===== src/rtl/hamming_decoder.sv =====
// ---------------------------------------------------------------------------
// hamming_decoder
//
// Two-stage pipelined Hamming(15,11) single-error-correcting decoder with a
// valid/ready handshake on both sides and a saturating count of corrected
// words.
//
// Codeword layout (bit index = 1-based position - 1):
//    bit0=p1, bit1=p2, bit2=d0, bit3=p3, bits6:4=d3:d1, bit7=p4,
//    bits14:8=d10:d4
//
// Ports:
//    clk        single clock, everything updates on the rising edge
//    rst        synchronous active-high reset
//    in_valid   upstream codeword valid
//    in_ready   block can accept a codeword this cycle
//    code_in    15-bit codeword
//    out_valid  decoded word valid
//    out_ready  downstream accepts the decoded word
//    data_out   corrected data d10:d0
//    syndrome   syndrome {s4,s3,s2,s1} of the word on data_out
//    err_corr   high when the syndrome was nonzero
//    err_count  saturating count of transferred words with err_corr=1
//    cnt_clr    synchronous clear of err_count
// ---------------------------------------------------------------------------
module hamming_decoder #(
   parameter int CNT_W = 16
) (
   input  logic             clk,
   input  logic             rst,
   input  logic             in_valid,
   output logic             in_ready,
   input  logic [14:0]      code_in,
   output logic             out_valid,
   input  logic             out_ready,
   output logic [10:0]      data_out,
   output logic [3:0]       syndrome,
   output logic             err_corr,
   output logic [CNT_W-1:0] err_count,
   input  logic             cnt_clr
);

   // Each mask selects the codeword bits whose 1-based position has the
   // corresponding syndrome bit set in its binary index.
   localparam logic [14:0] MASK_S1 = 15'h5555;
   localparam logic [14:0] MASK_S2 = 15'h6666;
   localparam logic [14:0] MASK_S3 = 15'h7878;
   localparam logic [14:0] MASK_S4 = 15'h7F80;

   logic             s1_valid;
   logic [14:0]      s1_code;
   logic [3:0]       s1_syn;
   logic [14:0]      flip_mask;
   logic [14:0]      fixed_code;
   logic [10:0]      s1_data;
   logic             s2_adv;
   logic             s1_adv;
   logic             out_xfer;
   logic             count_full;

   // Pipeline advance conditions. A stage may load whenever it is empty or
   // its current contents are leaving this cycle, so the chain runs at one
   // word per clock with no bubble when downstream is always ready.
   always_comb begin
      s2_adv   = !out_valid || out_ready;
      s1_adv   = !s1_valid || s2_adv;
      in_ready = s1_adv;
      out_xfer = out_valid && out_ready;
   end

   // Syndrome of the word held in stage 1. A nonzero value is the 1-based
   // position of the bit presumed flipped; that bit is inverted before the
   // data bits are pulled out. Parity positions (1,2,4,8) get "corrected"
   // too, which does not touch the data but still flags a correction.
   // Double errors land on some wrong position and are mis-corrected,
   // which is the intended behaviour for a pure SEC code.
   always_comb begin
      s1_syn    = {^(s1_code & MASK_S4), ^(s1_code & MASK_S3),
                   ^(s1_code & MASK_S2), ^(s1_code & MASK_S1)};
      flip_mask = '0;
      if (s1_syn != 4'd0) begin
         flip_mask = 15'd1 << (s1_syn - 4'd1);
      end
      fixed_code = s1_code ^ flip_mask;
      s1_data    = {fixed_code[14:8], fixed_code[6:4], fixed_code[2]};
   end

   // Stage 1 captures the raw codeword. Its valid bit only drops when the
   // word moves on and nothing replaces it, so a new word can load in the
   // same cycle the old one leaves.
   always_ff @(posedge clk) begin
      if (rst) begin
         s1_valid <= 1'b0;
         s1_code  <= '0;
      end else if (s1_adv) begin
         s1_valid <= in_valid;
         if (in_valid) begin
            s1_code <= code_in;
         end
      end
   end

   // Stage 2 holds the corrected result. When stalled (out_valid high,
   // out_ready low) nothing here changes, which keeps data_out, syndrome
   // and err_corr stable for the downstream side.
   always_ff @(posedge clk) begin
      if (rst) begin
         out_valid <= 1'b0;
         data_out  <= '0;
         syndrome  <= '0;
         err_corr  <= 1'b0;
      end else if (s2_adv) begin
         out_valid <= s1_valid;
         if (s1_valid) begin
            data_out <= s1_data;
            syndrome <= s1_syn;
            err_corr <= (s1_syn != 4'd0);
         end
      end
   end

   assign count_full = (err_count == {CNT_W{1'b1}});

   // Corrected-word counter. It counts on the output handshake rather than
   // on stage loads so a stalled word is counted exactly once. A clear wins
   // over a coincident count, and the count sticks at all-ones.
   always_ff @(posedge clk) begin
      if (rst) begin
         err_count <= '0;
      end else if (cnt_clr) begin
         err_count <= '0;
      end else if (out_xfer && err_corr && !count_full) begin
         err_count <= err_count + CNT_W'(1);
      end
   end

endmodule


===== config.mk =====
export PLATFORM = sky130hd
export DESIGN_NAME = hamming_decoder
export DESIGN_NICKNAME = d
export VERILOG_FILES = /design/src/rtl/hamming_decoder.sv
export SDC_FILE = /design/constraint.sdc
export NUM_CORES = 1
export LEC_CHECK = 0
export BUFFER_PORTS_ARGS = -buffer_cell sky130_fd_sc_hd__buf_4
export CORE_MARGIN = 5
export CORE_UTILIZATION = 45
export CTS_CLUSTER_DIAMETER = 30
export DETAILED_ROUTE_END_ITERATION = 10
export GPL_TIMING_DRIVEN = 0
export PLACE_DENSITY_LB_ADDON = 0.1
export SYNTH_ARGS = -nofsm -noshare
export SYNTH_HDL_FRONTEND = slang
export SYNTH_SLANG_ARGS = --single-unit

===== constraint.sdc =====
create_clock -name clk -period 4.7 [get_ports clk]
set_clock_uncertainty 0.15 [all_clocks]
set_input_delay 0.705 -clock clk [delete_from_list [all_inputs] [get_ports clk]]
set_output_delay 0.705 -clock clk [all_outputs]
set_load 0.005 [all_outputs]

==> impl_metrics.tcl <==
set metrics [dict create \
    outcome "finished, final reports clean" \
    final_net_count 364 \
    setup_ws_ns 1.75 \
    die_area_um2 6800 \
    critPathArrivalTime_ns 3.01 \
    rsz0062_at_grt "false" \
    io_buffers 52 \
    min_period_ns 2.95 \
    fmax_mhz 339 \
    hold_viol_final 0 \
    critPathCaptureType "register" \
    vdd_drop_max_mv 0.146 \
    diodes 0 \
    fillerInstances 485 \
    synth_area_um2 2360 \
    tns_ns 0 \
    root_buffer "clkbuf_8" \
    max_stage_delay_ns 0.53 \
    seqPwrFrac_pct 45.9 \
    syn_nets 305 \
    combPwrFrac_pct 24.7 \
    path_class "register to register" \
    grt_overflow 0 \
    crit_path_start_kind "register" \
    crit_path_max_fanout 9 \
    p_int_mw 0.687 \
    final_util_pct 57.6 \
    gp_congestion 0.919 \
    yosysUniqueCellTypes 33 \
    dp_hpwl_um 4070 \
    antenna_found_initial 0 \
    cp.required_ns 4.76 \
    max-cap-violations 0 \
    die_w_um 82.4 \
    synth_flop_cell "dfxtp_1" \
    hold_path.class "register to register" \
    setup_violations 0 \
    final_cell_mix "buf_4 (52), dfxtp_1 (49), nand2_1 (48), nor2_1 (41), xnor2_1 (27)" \
    syn_inst 283 \
    die_y_um 82.4 \
    first_pass_iters 4 \
    numCtsBuffers 5 \
    cts_sinks 49 \
    worst_pin_slew_ns 0.653 \
    first_iter_violations 99 \
    switching_share_pct 29.9 \
    num_rows 26 \
    ios 54 \
    drive_gt1_share_pct 19.3 \
    seq_area_um2 981 \
    grt_pass1_wl_um 8470 \
    p_clk_share_pct 29.4 \
    dp_slack_ns 1.80 \
    slew_viol_final 0 \
    relSlewSlack_pct 56.3 \
    finalCritPeriodShare_pct 62.8 \
    core_area_um2 5110 \
    worst_path_max_delay_cell "or4_1" \
    drc 0 \
    insertion_delay_ns 0.30 \
    synthArstFlopShare_pct 0 \
    synth_top_area_share_pct 41.5 \
    synth_top_area_cell "dfxtp_1" \
    switchingPower_mw 0.294 \
    power_density_nw_per_um2 333 \
    syn-mean-instance-area_um2 8.34 \
    power.leakage_nw 1.11 \
    htree_levels 2 \
    synth_seq_area_share_pct 41.5 \
    drt-wirelength-per-cell_um 12.8 \
    grt_pass1_vias 1760 \
    cts_tree "built" \
    hold_buffers 0 \
    vias 2057 \
    crit_path_cell_trace "xor3_2 -> xor2_1 -> nand3_1 -> nand2_1 -> ha_1 -> clkbuf_1 -> or4_1 -> a311oi_1" \
    start_util_pct 46.2 \
    yosysWarnings 0 \
    areaGrowthSynthToFinish_pct 24.6 \
    totalPowerFinal_mw 0.981 \
    layout_commonest_cell "buf_4" \
    ant_nets 0 \
    synthTopCellsByArea "dfxtp_1 (42%), xnor2_1 (10%), nand2_1 (7.6%), nor2_1 (6.5%), xor2_1 (4.5%)" \
    drt-total-wl_um 5280 \
    postCtsSetupRepairBufs 0 \
    clk_path_buf_depth 2 \
    grt_max_degree 15 \
    grt_use_total_pct 16.5 \
    synth_edf_count 0 \
    cts_resized 0 \
    multi_input_area_um2 1320 \
    clkTransAtPathRegs_ns 0.09 \
    vias_per_cell 4.99 \
    ys_seq_elements 49 \
]
[final cells by class]
type / instances / area share, %
sequential: 49 / 33.3
buffer: 14 / 1.83
clock buffer: 5 / 2.34
multi-input combinational: 219 / 44.9
inverter: 1 / 0.128
tap: 70 / 2.98
timing repair buffer: 52 / 13.3
clock inverter: 2 / 1.19
[synth_stat cells (2+ instances only)]
cell / number
nand2_1: 48
nand4_1: 4
a21oi_1: 17
xor2_2: 2
nor4_1: 2
xnor2_1: 27
dfxtp_1: 49
nand3_1: 7
nor3_1: 11
a311oi_1: 6
or3_1: 4
a211oi_1: 12
xor2_1: 12
ha_1: 2
nor2_1: 41
xor3_2: 2
and2_1: 3
o21ai_0: 4
clkbuf_1: 12
nor2b_1: 2
o211ai_1: 4
[sequential cells by signal, summed over array words and instances (netlist names)]
signal and cells:
s1_code 15, out_valid 1, err_corr 1, data_out 11, syndrome 4, err_count 16
s1_valid 1
[per-stage QoR]
step,hold WS [ns],std cells,area (um^2)
after floorplan,0.287,283,2360
after global placement,0.305,405,2840
after detailed placement,0.306,405,2840
after CTS,0.318,412,2940
after global routing,0.345,412,2940
final,0.313,412,2940
[cells by family (layout without fill, tap and decap cells)]
logic type	Yosys count	after routing	share of synthesized area [%]
flip-flops	49	49	41.5
multiplexers	1	1	0.424
adder cells (fa/ha/maj)	2	2	1.06
buffers and inverters	15	74	2.44
AND/OR/NAND/NOR	127	127	23.4
XOR/XNOR	44	44	18.7
AO/OA/AOI/OAI	45	45	12.5
[critical path: cells and delay by family, from the launching register on]
family	cells	cell delay, ns
AND/OR/NAND/NOR	3	0.79
XOR/XNOR	2	0.78
flip-flops	1	0.45
AO/OA/AOI/OAI	1	0.26
adder cells (fa/ha/maj)	1	0.22
buffers and inverters	1	0.21
[per-layer routing]
layer / global-route usage (%) / up-vias / share of wire [%]
li1: - / 1080 / -
met1: 23.6 / 914 / 51
met2: 23.7 / 57 / 41
met3: 4.45 / 6 / 7.2
met4: 5.48 / 0 / 1.3
met5: 0 / - / 0
[path summary, 6_finish.rpt]
check / end / slack (ns) / from / cells past startpoint
setup / recovery: data_out[5] / 1.75 / s1_code[4] / 8
hold / removal: s1_code[0] / 0.31 / s1_code[0] / 2
hold reg to reg: s1_code[0] / 0.31 / s1_code[0] / 2
setup reg to reg: data_out[5] / 1.75 / s1_code[4] / 8
[power by group through the flow]
stage	logic, mW	clock network [mW]	registers, mW
2_1_floorplan	0.170	0	0.458
3_3_place_gp	0.237	0	0.460
3_5_place_dp	0.239	0	0.460
4_1_cts	0.241	0.298	0.451
5_1_grt	0.270	0.316	0.453
6_report	0.242	0.288	0.450
Note: power is estimated with default switching activity, not from simulation.
